===== src/rtl/io_ports_pkg.sv =====
// Shared register map, status layout and bus-request type for the io_ports block.
package io_ports_pkg;

  localparam logic [3:0] OFF_CHG  = 4'h8;
  localparam logic [3:0] OFF_STAT = 4'h9;
  localparam logic [3:0] OFF_TXD  = 4'hA;

  localparam int STAT_FULL  = 0;
  localparam int STAT_EMPTY = 1;
  localparam int STAT_OVF   = 2;
  localparam int STAT_CNT   = 4;

  typedef struct packed {
    logic       hit;
    logic       rd;
    logic       wr;
    logic [3:0] off;
  } io_req_t;

  function automatic logic [7:0] pack_stat(input logic [3:0] cnt, input logic ovf,
                                           input logic empty, input logic full);
    logic [7:0] s;
    s                  = '0;
    s[STAT_FULL]       = full;
    s[STAT_EMPTY]      = empty;
    s[STAT_OVF]        = ovf;
    s[STAT_CNT +: 4]   = cnt;
    return s;
  endfunction

endpackage


===== src/rtl/io_fifo.sv =====
// Circular-buffer TX FIFO; a push into a full FIFO is accepted only when a pop frees a slot the same cycle.
module io_fifo #(
  parameter int DATA_WIDTH = 8,
  parameter int DEPTH      = 4
) (
  input  logic                    gclk,
  input  logic                    grst_n,
  input  logic                    push,
  input  logic                    pop,
  input  logic [DATA_WIDTH-1:0]   wdata,
  output logic [DATA_WIDTH-1:0]   rdata,
  output logic                    full,
  output logic                    empty,
  output logic [$clog2(DEPTH):0]  count
);
  localparam int AW = $clog2(DEPTH);
  localparam int CW = AW + 1;

  logic [DATA_WIDTH-1:0] mem [DEPTH];
  logic [AW-1:0]         rd_ptr, wr_ptr;
  logic                  do_push, do_pop;

  assign empty   = (count == '0);
  assign full    = (count == CW'(DEPTH));
  assign do_pop  = pop && !empty;
  assign do_push = push && (!full || do_pop);
  assign rdata   = mem[rd_ptr];

  // storage needs no reset; only pointers and count define validity
  always_ff @(posedge gclk) begin
    if (do_push) mem[wr_ptr] <= wdata;
  end

  always_ff @(posedge gclk or negedge grst_n) begin
    if (!grst_n) begin
      rd_ptr <= '0;
      wr_ptr <= '0;
      count  <= '0;
    end else begin
      if (do_push) wr_ptr <= wr_ptr + 1'b1;
      if (do_pop)  rd_ptr <= rd_ptr + 1'b1;
      case ({do_push, do_pop})
        2'b10:   count <= count + 1'b1;
        2'b01:   count <= count - 1'b1;
        default: count <= count;
      endcase
    end
  end

endmodule


===== src/rtl/io_ports.sv =====
// Windowed I/O decoder: synchronised input ports, output latches, sticky change flags
// and a buffered TX channel toward the console.
module io_ports
  import io_ports_pkg::*;
#(
  parameter int         DATA_WIDTH = 8,
  parameter int         NUM_PORTS  = 2,
  parameter logic [7:0] BASE_ADDR  = 8'h00,
  parameter int         FIFO_DEPTH = 4
) (
  input  logic                            i_clk,
  input  logic                            i_nRst,
  input  logic [DATA_WIDTH-1:0]           i_bus,
  output logic [DATA_WIDTH-1:0]           o_bus,
  output logic                            o_busOe,
  input  logic                            i_ioSelect,
  input  logic [7:0]                      i_ioAddress,
  input  logic                            i_ioNOE,
  input  logic                            i_ioNWE,
  input  logic [NUM_PORTS*DATA_WIDTH-1:0] i_portIn,
  output logic [NUM_PORTS*DATA_WIDTH-1:0] o_portOut,
  output logic [DATA_WIDTH-1:0]           o_txData,
  output logic                            o_txValid,
  input  logic                            i_txReady,
  output logic                            o_changeIrq
);
  localparam int CW = $clog2(FIFO_DEPTH) + 1;

  io_req_t                              req;
  logic                                 nwe_last;
  logic [NUM_PORTS-1:0][DATA_WIDTH-1:0] pin_in, sync1, sync2, prev, latch;
  logic [NUM_PORTS-1:0]                 chg_flags, chg_set, chg_clr;
  logic                                 irq_q, ovf_q;
  logic                                 push_req, pop, fifo_full, fifo_empty;
  logic [CW-1:0]                        fifo_count;
  logic [DATA_WIDTH-1:0]                fifo_rdata, rdata;

  assign pin_in    = i_portIn;
  assign o_portOut = latch;

  always_comb begin
    req.off = i_ioAddress[3:0];
    req.hit = i_ioSelect && (i_ioAddress[7:4] == BASE_ADDR[7:4]);
    req.rd  = req.hit && !i_ioNOE;
    // one strobe per NWE low assertion: only the first low cycle counts
    req.wr  = req.hit && !i_ioNWE && nwe_last;
  end

  always_ff @(posedge i_clk or negedge i_nRst) begin
    if (!i_nRst) nwe_last <= 1'b1;
    else         nwe_last <= i_ioNWE;
  end

  always_comb begin
    chg_set = '0;
    chg_clr = '0;
    for (int k = 0; k < NUM_PORTS; k++) begin
      chg_set[k] = (prev[k] != sync2[k]);
      chg_clr[k] = req.wr && (req.off == OFF_CHG) && i_bus[k];
    end
  end

  always_ff @(posedge i_clk or negedge i_nRst) begin
    if (!i_nRst) begin
      sync1     <= '0;
      sync2     <= '0;
      prev      <= '0;
      latch     <= '0;
      chg_flags <= '0;
      irq_q     <= 1'b0;
    end else begin
      sync1     <= pin_in;
      sync2     <= sync1;
      prev      <= sync2;
      // a fresh change wins over a same-cycle clear
      chg_flags <= (chg_flags & ~chg_clr) | chg_set;
      irq_q     <= |chg_flags;
      for (int k = 0; k < NUM_PORTS; k++)
        if (req.wr && (req.off == 4'(k))) latch[k] <= i_bus;
    end
  end

  assign o_changeIrq = irq_q;

  assign pop      = o_txValid && i_txReady;
  assign push_req = req.wr && (req.off == OFF_TXD);

  io_fifo #(
    .DATA_WIDTH (DATA_WIDTH),
    .DEPTH      (FIFO_DEPTH)
  ) u_fifo (
    .gclk   (i_clk),
    .grst_n (i_nRst),
    .push   (push_req),
    .pop    (pop),
    .wdata  (i_bus),
    .rdata  (fifo_rdata),
    .full   (fifo_full),
    .empty  (fifo_empty),
    .count  (fifo_count)
  );

  assign o_txValid = !fifo_empty;
  assign o_txData  = o_txValid ? fifo_rdata : '0;

  always_ff @(posedge i_clk or negedge i_nRst) begin
    if (!i_nRst)
      ovf_q <= 1'b0;
    else if (push_req && fifo_full && !pop)
      ovf_q <= 1'b1;
    else if (req.wr && (req.off == OFF_STAT) && i_bus[STAT_OVF])
      ovf_q <= 1'b0;
  end

  always_comb begin
    rdata = '0;
    for (int k = 0; k < NUM_PORTS; k++)
      if (req.off == 4'(k)) rdata = sync2[k];
    if (req.off == OFF_CHG)  rdata = DATA_WIDTH'(chg_flags);
    if (req.off == OFF_STAT) rdata = DATA_WIDTH'(pack_stat(4'(fifo_count), ovf_q, fifo_empty, fifo_full));
  end

  assign o_busOe = req.rd;
  assign o_bus   = o_busOe ? rdata : '0;

endmodule


===== config.mk =====
export PLATFORM = sky130hd
export DESIGN_NAME = io_ports
export DESIGN_NICKNAME = d
export VERILOG_FILES = /design/src/rtl/io_ports_pkg.sv /design/src/rtl/io_fifo.sv /design/src/rtl/io_ports.sv
export SDC_FILE = /design/constraint.sdc
export NUM_CORES = 1
export LEC_CHECK = 0
export ABC_CLOCK_PERIOD_IN_PS = 2550
export CAP_MARGIN = 0
export CORE_ASPECT_RATIO = 1.4
export CORE_MARGIN = 4
export CORE_UTILIZATION = 40
export CTS_CLUSTER_DIAMETER = 150
export DETAILED_ROUTE_END_ITERATION = 16
export REMOVE_ABC_BUFFERS = 1
export SYNTH_ARGS = -nofsm -noshare
export SYNTH_HDL_FRONTEND = slang
export SYNTH_SLANG_ARGS = --single-unit

===== constraint.sdc =====
create_clock -name i_clk -period 2.55 [get_ports i_clk]
set_input_delay 0.51 -clock i_clk [delete_from_list [all_inputs] [get_ports i_clk]]
set_output_delay 0.51 -clock i_clk [all_outputs]
set_load 0.02 [all_outputs]

======== Yosys cells after proc, flatten, opt, wreduce, memory -nomap -nowiden ========
Memories as Yosys holds them, arrays and structs flattened.
Cells that the tools add are included.
word-level totals
  register bits ........................... 76
  memory bits (writable) .................. 32
  bits of input ports ..................... 38
  output and inout port bits .............. 35
  memories ................................ 1
memory list
  name        words  bits a word  read ports  clocked after Yosys merged registers in  write ports  line           text
  u_fifo.mem  4      8            1           0                                        1            io_fifo.sv:19  logic [DATA_WIDTH-1:0] mem [DEPTH];
operators by class
  add/sub/neg operators ................... 4
  equal/unequal tests ..................... 9
  muxes and demuxes ....................... 11
  bitwise logic cells ..................... 3
  reduce and logical (&&, ||, !) cells .... 29
operators by type and width
  cell                                               number
  two-way mux 8 bit                                  6
  logical AND 1 bit                                  17
  inequality test 8 bit                              2
  == test 4 bit (second input constant)              3
  logical NOT 4 bit                                  2
  one-hot mux 3 bit (2 select lines)                 1
  logical NOT 1 bit                                  5
  adder 2 x 1 -> 2 bit (second input constant)       2
  == test 4 x 1 -> 1 bit (second input constant)     1
  two-way mux 1 bit                                  4
  nonzero test 2 bit                                 2
  adder 3 x 1 -> 3 bit (second input constant)       1
  == test 3 bit (second input constant)              1
  logical NOT 3 bit                                  1
  subtractor 3 x 1 -> 3 bit (second input constant)  1
  AND 2 bit                                          1
  == test 2 x 1 -> 1 bit (second input constant)     1
  == test 2 bit (second input constant)              1
  NOT 2 bit                                          1
  OR 2 bit                                           1
  OR reduction 2 bit                                 1
  logical OR 1 bit                                   1

======== Depth between registers and ports, before layout ========
Gate-level depths: netlist (run 1).
  depth after elaboration ................. 9
  gate-level depth with buffers ........... 11
  gate-level depth less buffers ........... 10

======== Cells and area by module ========
A second synthesis (run 1) with hierarchy kept.
unflattened totals
  cells, all modules ...................... 252
  area, all modules ....................... 4161.5 um^2
modules (own cells, without submodules)
  module    times used  cells each  area each (um^2)  seq. area each (um^2)
  io_ports  1           172         2573.7            1727.9
  io_fifo   1           80          1587.8            1136.1

======== Least setup slack after synthesis (run 1) ========
OpenSTA, ideal clock, no wires.
  kind .................................... in2out
  start ................................... in i_ioAddress[1]
  end ..................................... out o_bus[0]
  arrival time ............................ 1.857 ns
  data required time ...................... 2.040 ns
  path slack .............................. 0.183 ns
  stages .................................. 5
  path through ............................ nor4_4 -> nand2_2 -> or2_2 -> buf_2 -> a211oi_1
between the ends
  cells in the longest elaborated chain, start to end .. 6
  elaborated cells between the ends (all ways) .. 9
ends and longest elaborated chain
  element                         line             text
  start: declaration              io_ports.sv:17   input logic [7:0] i_ioAddress,
  logical NOT 4 bit               io_ports.sv:118  if (req.off == 4'(k)) rdata = sync2[k];
  two-way mux 8 bit (2 in a row)  io_ports.sv:118
  two-way mux 8 bit               io_ports.sv:119  if (req.off == OFF_CHG) rdata = DATA_WIDTH'(chg_flags);
  two-way mux 8 bit *             io_ports.sv:120  if (req.off == OFF_STAT) rdata = DATA_WIDTH'(pack_stat(4'(fifo_count), ovf_q, fifo_empty, fifo_full));
  two-way mux 8 bit *             io_ports.sv:124  assign o_bus = o_busOe ? rdata : '0;
  end: declaration                io_ports.sv:14   output logic [DATA_WIDTH-1:0] o_bus,
Every way passes the cells marked *; elsewhere a longest branch is shown, timed or not.

======== Worst setup path in the final report (run 1) ========
  start ................................... in i_ioAddress[5]
  end ..................................... out o_bus[7]
between the ends
  cells in the longest elaborated chain, start to end .. 4
ends and longest elaborated chain
  element            line             text
  logical NOT 4 bit  io_ports.sv:43   req.hit = i_ioSelect && (i_ioAddress[7:4] == BASE_ADDR[7:4]);
  logical AND 1 bit  io_ports.sv:43
  logical AND 1 bit  io_ports.sv:44   req.rd = req.hit && !i_ioNOE;
  two-way mux 8 bit  io_ports.sv:124
No other way between the ends.

==> impl_metrics.json, run 1 <==
{
  "required_ps": 2040,
  "endpoint_kind": "primary output",
  "tightest_slew_ps": 604,
  "path_cells": "clkdlybuf4s50_1, nor3b_4, nand2_2, or2_4, nor3_1, buf_4",
  "start_util_pct": 41.2,
  "fin_crit_ps": 2480,
  "clock_skew_ps": 9.35,
  "wl_per_cell_um": 16.3,
  "drv_slew": 0,
  "num-nets-final": 404,
  "yosys_warnings": 0,
  "clock_latency_ps": 340,
  "dp_hpwl_mm": 6.01,
  "ios": 73,
  "cts_root_buf": "clkbuf_16",
  "vias": 2371,
  "setup_violations": 0,
  "clkTransAtPathRegs_ps": 70,
  "ys_seq_area_share_pct": 69.5,
  "ir_worst_vdd_mv": 0.466,
  "antenna_found_initial": 0,
  "synth_async_sr_flop_share_pct": 70.4,
  "cts_tree": "yes",
  "worstSetupPathType": "in -> out",
  "first_pass_iters": 4,
  "ys_ff_latch": 108,
  "p_per_area_mw_per_mm2": 769,
  "status": "finished, final reports clean",
  "slowest_delay_ps": 440,
  "cts_buffer_depth": 2,
  "cpMaxStageDelayCell": "clkdlybuf4s50_1",
  "synth_edf_count": 32,
  "grt_first_pass_wirelength_mm": 12.6,
  "die_x_um": 93.8,
  "grt_max_degree": 46,
  "leakagePower_nw": 2.36,
  "cts_made_buffers": 9,
  "cp.arrival_ps": 1970,
  "dieArea_sq_mm": 0.0120,
  "ys.flop_type": "dfrtp_1",
  "grt_pass1_vias": 2498,
  "core.rowCount": 43,
  "vias_per_cell": 4.74,
  "ant_nets": 0,
  "max_freq_mhz": 404,
  "routabilityCongestion": 0.764,
  "core_area_sq_mm": 0.0100,
  "ff_latch_area_sq_mm": 0.00286,
  "syn2layout_area_growth_pct": 34.4,
  "drive_gt1_share_pct": 27.7,
  "max_cap_viol_count": 0,
  "hp-class": "in -> async",
  "cp_num_buf_inv": 2,
  "synth_area_sq_mm": 0.00412,
  "slew_headroom_pct": 59.7,
  "grtUsageTotal_pct": 14.2,
  "synthDistinctLibCells": 38,
  "cpLargestDelayFamily": "simple AND/OR/NAND/NOR gates",
  "wl_mm": 8.17,
  "cts_setup_buffers": 0,
  "post-route-cell-area_sq_mm": 0.00554,
  "portBuffers": 72,
  "hold_violations": 0,
  "synth_cells": 250,
  "start_kind": "input pin",
  "grt_setup_unrepaired": "yes",
  "drtIter0Drc": 62,
  "die_y_um": 128,
  "syn_avg_cell_area_sq_um": 16.5,
  "post_dp_cell_area_sq_mm": 0.00525,
  "multi_input_area_sq_mm": 0.00121,
  "drc_errors": 0,
  "final_core_util_pct": 55.4,
  "nFillCells": 875,
  "ctsHtreeMaxLevel": 3,
  "fin_crit_sh_pct": 97.1,
  "cts.sinks": 108,
  "grt_overflow": 0,
  "cp_max_fo": 8,
  "diodes": 0
}
-- cell usage in the layout (no fill, tap or decap), types with 2 or more instances in the layout --
cell / netlist / layout
mux2_2: 13 / 13
clkinv_2: 0 / 2
o21ai_0: 6 / 6
a21oi_1: 4 / 4
mux2i_1: 3 / 3
and2_1: 13 / 13
dlygate4sd2_1: 0 / 12
dlymetal6s2s_1: 0 / 2
dfrtp_1: 75 / 75
nand4_1: 2 / 2
buf_2: 2 / 5
nand3_1: 4 / 4
a22oi_1: 4 / 4
a211oi_1: 4 / 3
inv_1: 6 / 6
mux2_4: 8 / 8
mux4_2: 8 / 8
nor2_1: 6 / 5
xnor2_1: 3 / 3
edfxtp_1: 32 / 32
buf_12: 0 / 2
ha_1: 5 / 4
xor2_1: 19 / 19
buf_4: 1 / 36
nor4_1: 4 / 4
nor2b_1: 4 / 4
clkbuf_16: 0 / 10
clkdlybuf4s50_1: 0 / 49
clkbuf_1: 4 / 2
nand2_1: 4 / 4
-- Yosys cell counts (all sizes together), types with 3 or more instances --
cell,n,area (sq um)
inv,6,22.5
nor2b,4,25.0
o21ai,6,30.0
clkbuf,4,15.0
xnor2,3,26.3
buf,4,28.8
ha,5,62.6
a22oi,4,30.0
a211oi,4,30.0
nor4,5,46.3
mux2,21,267
nand3,4,20.0
a21oi,4,20.0
mux2i,3,30.0
nand4,3,25.0
edfxtp,32,961
dfrtp,75,1880
nand2,5,21.3
xor2,19,166
and2,13,81.3
mux4,8,180
nor2,6,22.5
-- timing repair --
item	in CTS	in global routing
endpoints found under the setup margin	17	7
hold endpoints to repair	0	0
gates cloned	0	1
pin swaps	1	4
hold buffers	0	0
gates resized for setup	49	12
-- layer usage --
metal,part of all wire (%),up-vias,GRT usage [%]
li1,-,1112,-
met1,39,1176,16.2
met2,53,72,25.2
met3,6.0,11,3.70
met4,1.5,0,5.36
met5,0,-,0
-- logic make-up (layout without fill, tap and decap cells) --
kind of cell    count (synthesis)  in the layout  synth area share, %
compound gates                 19             19                 2.85
xor+xnor                       22             22                 4.68
fa+ha+maj                       6              6                 2.00
buf+inv                        14            129                 1.61
flops                         108            108                 69.5
mux                            32             32                 11.6
simple gates                   49             49                 7.80
-- flip-flops by register name (all words and copies together) (netlist names) --
| register | cells |
|---|---|
| u_fifo.rd_ptr | 2 |
| o_changeIrq | 1 |
| ovf_q | 1 |
| u_fifo.wr_ptr | 2 |
| nwe_last | 1 |
| sync1 | 16 |
| u_fifo.count | 3 |
| sync2 | 16 |
| prev | 16 |
| u_fifo.mem | 32 |
| o_portOut | 16 |
| chg_flags | 2 |
-- report_power, final --
group	total (mW)	leakage, nW	internal [mW]	switching (mW)
Sequential	1.96	1.20	1.87	0.0931
Combinational	0.899	1.01	0.482	0.417
Clock	1.39	0.148	0.818	0.576
Total	4.26	2.36	3.17	1.09
-- cell type report --
type | count | share of cell area (%)
inverters | 6 | 0.407
well taps | 135 | 3.05
clock inverters | 4 | 0.858
clock buffers | 12 | 4.65
repair buffers | 107 | 17.5
flip-flops and latches | 108 | 51.7
multi-input cells | 128 | 21.9
-- path summary, 6_finish.rpt --
kind / start / end / slack, ps / cells after the start
max: i_ioAddress[5] / o_bus[7] / 70 / 6
min in group i_clk: sync1[7]$_DFF_PN0_ / sync2[7]$_DFF_PN0_ / 350 / 0
min: i_nRst / o_portOut[13]$_DFFE_PN0P_ / 180 / 1
max reg2reg: u_fifo.count[0]$_DFFE_PN0P_ / u_fifo.count[2]$_DFFE_PN0P_ / 340 / 10
min reg2reg: sync1[7]$_DFF_PN0_ / sync2[7]$_DFF_PN0_ / 350 / 0
max in group asynchronous: i_nRst / u_fifo.count[0]$_DFFE_PN0P_ / 1780 / 2
-- worst reg2reg max path, delay by kind of cell (launching register included) --
kind	cells	cell delay [ps]
XOR/XNOR	2	300
adder cells (fa/ha/maj)	2	490
buffers and inverters	2	100
AND/OR/NAND/NOR	4	840
flip-flops	1	400
-- through the flow --
stage	TNS, ps	setup WS, ps	power (mW)	hold slack (ps)	instances
2_1_floorplan	0	256	2.48	214	242
3_3_place_gp	-4810	-570	2.95	331	483
3_5_place_dp	-6320	-622	2.97	335	483
4_1_cts	0	16.7	4.33	194	499
5_1_grt	-115	-58.3	4.47	212	500
6_report	0	74.4	4.26	178	500
Note: power is estimated with default switching activity, not from simulation.
==> run 2, diff against run 1 <==
--- a/config.mk
+++ b/config.mk
@@ -6,7 +6,7 @@
 export NUM_CORES = 1
 export LEC_CHECK = 0
 export ABC_CLOCK_PERIOD_IN_PS = 2550
-export CAP_MARGIN = 0
+export CAP_MARGIN = 20
 export CORE_ASPECT_RATIO = 1.4
 export CORE_MARGIN = 4
 export CORE_UTILIZATION = 40
==> results of run 2 <==
Final layout, timing and power as in run 1 (identical DEF).
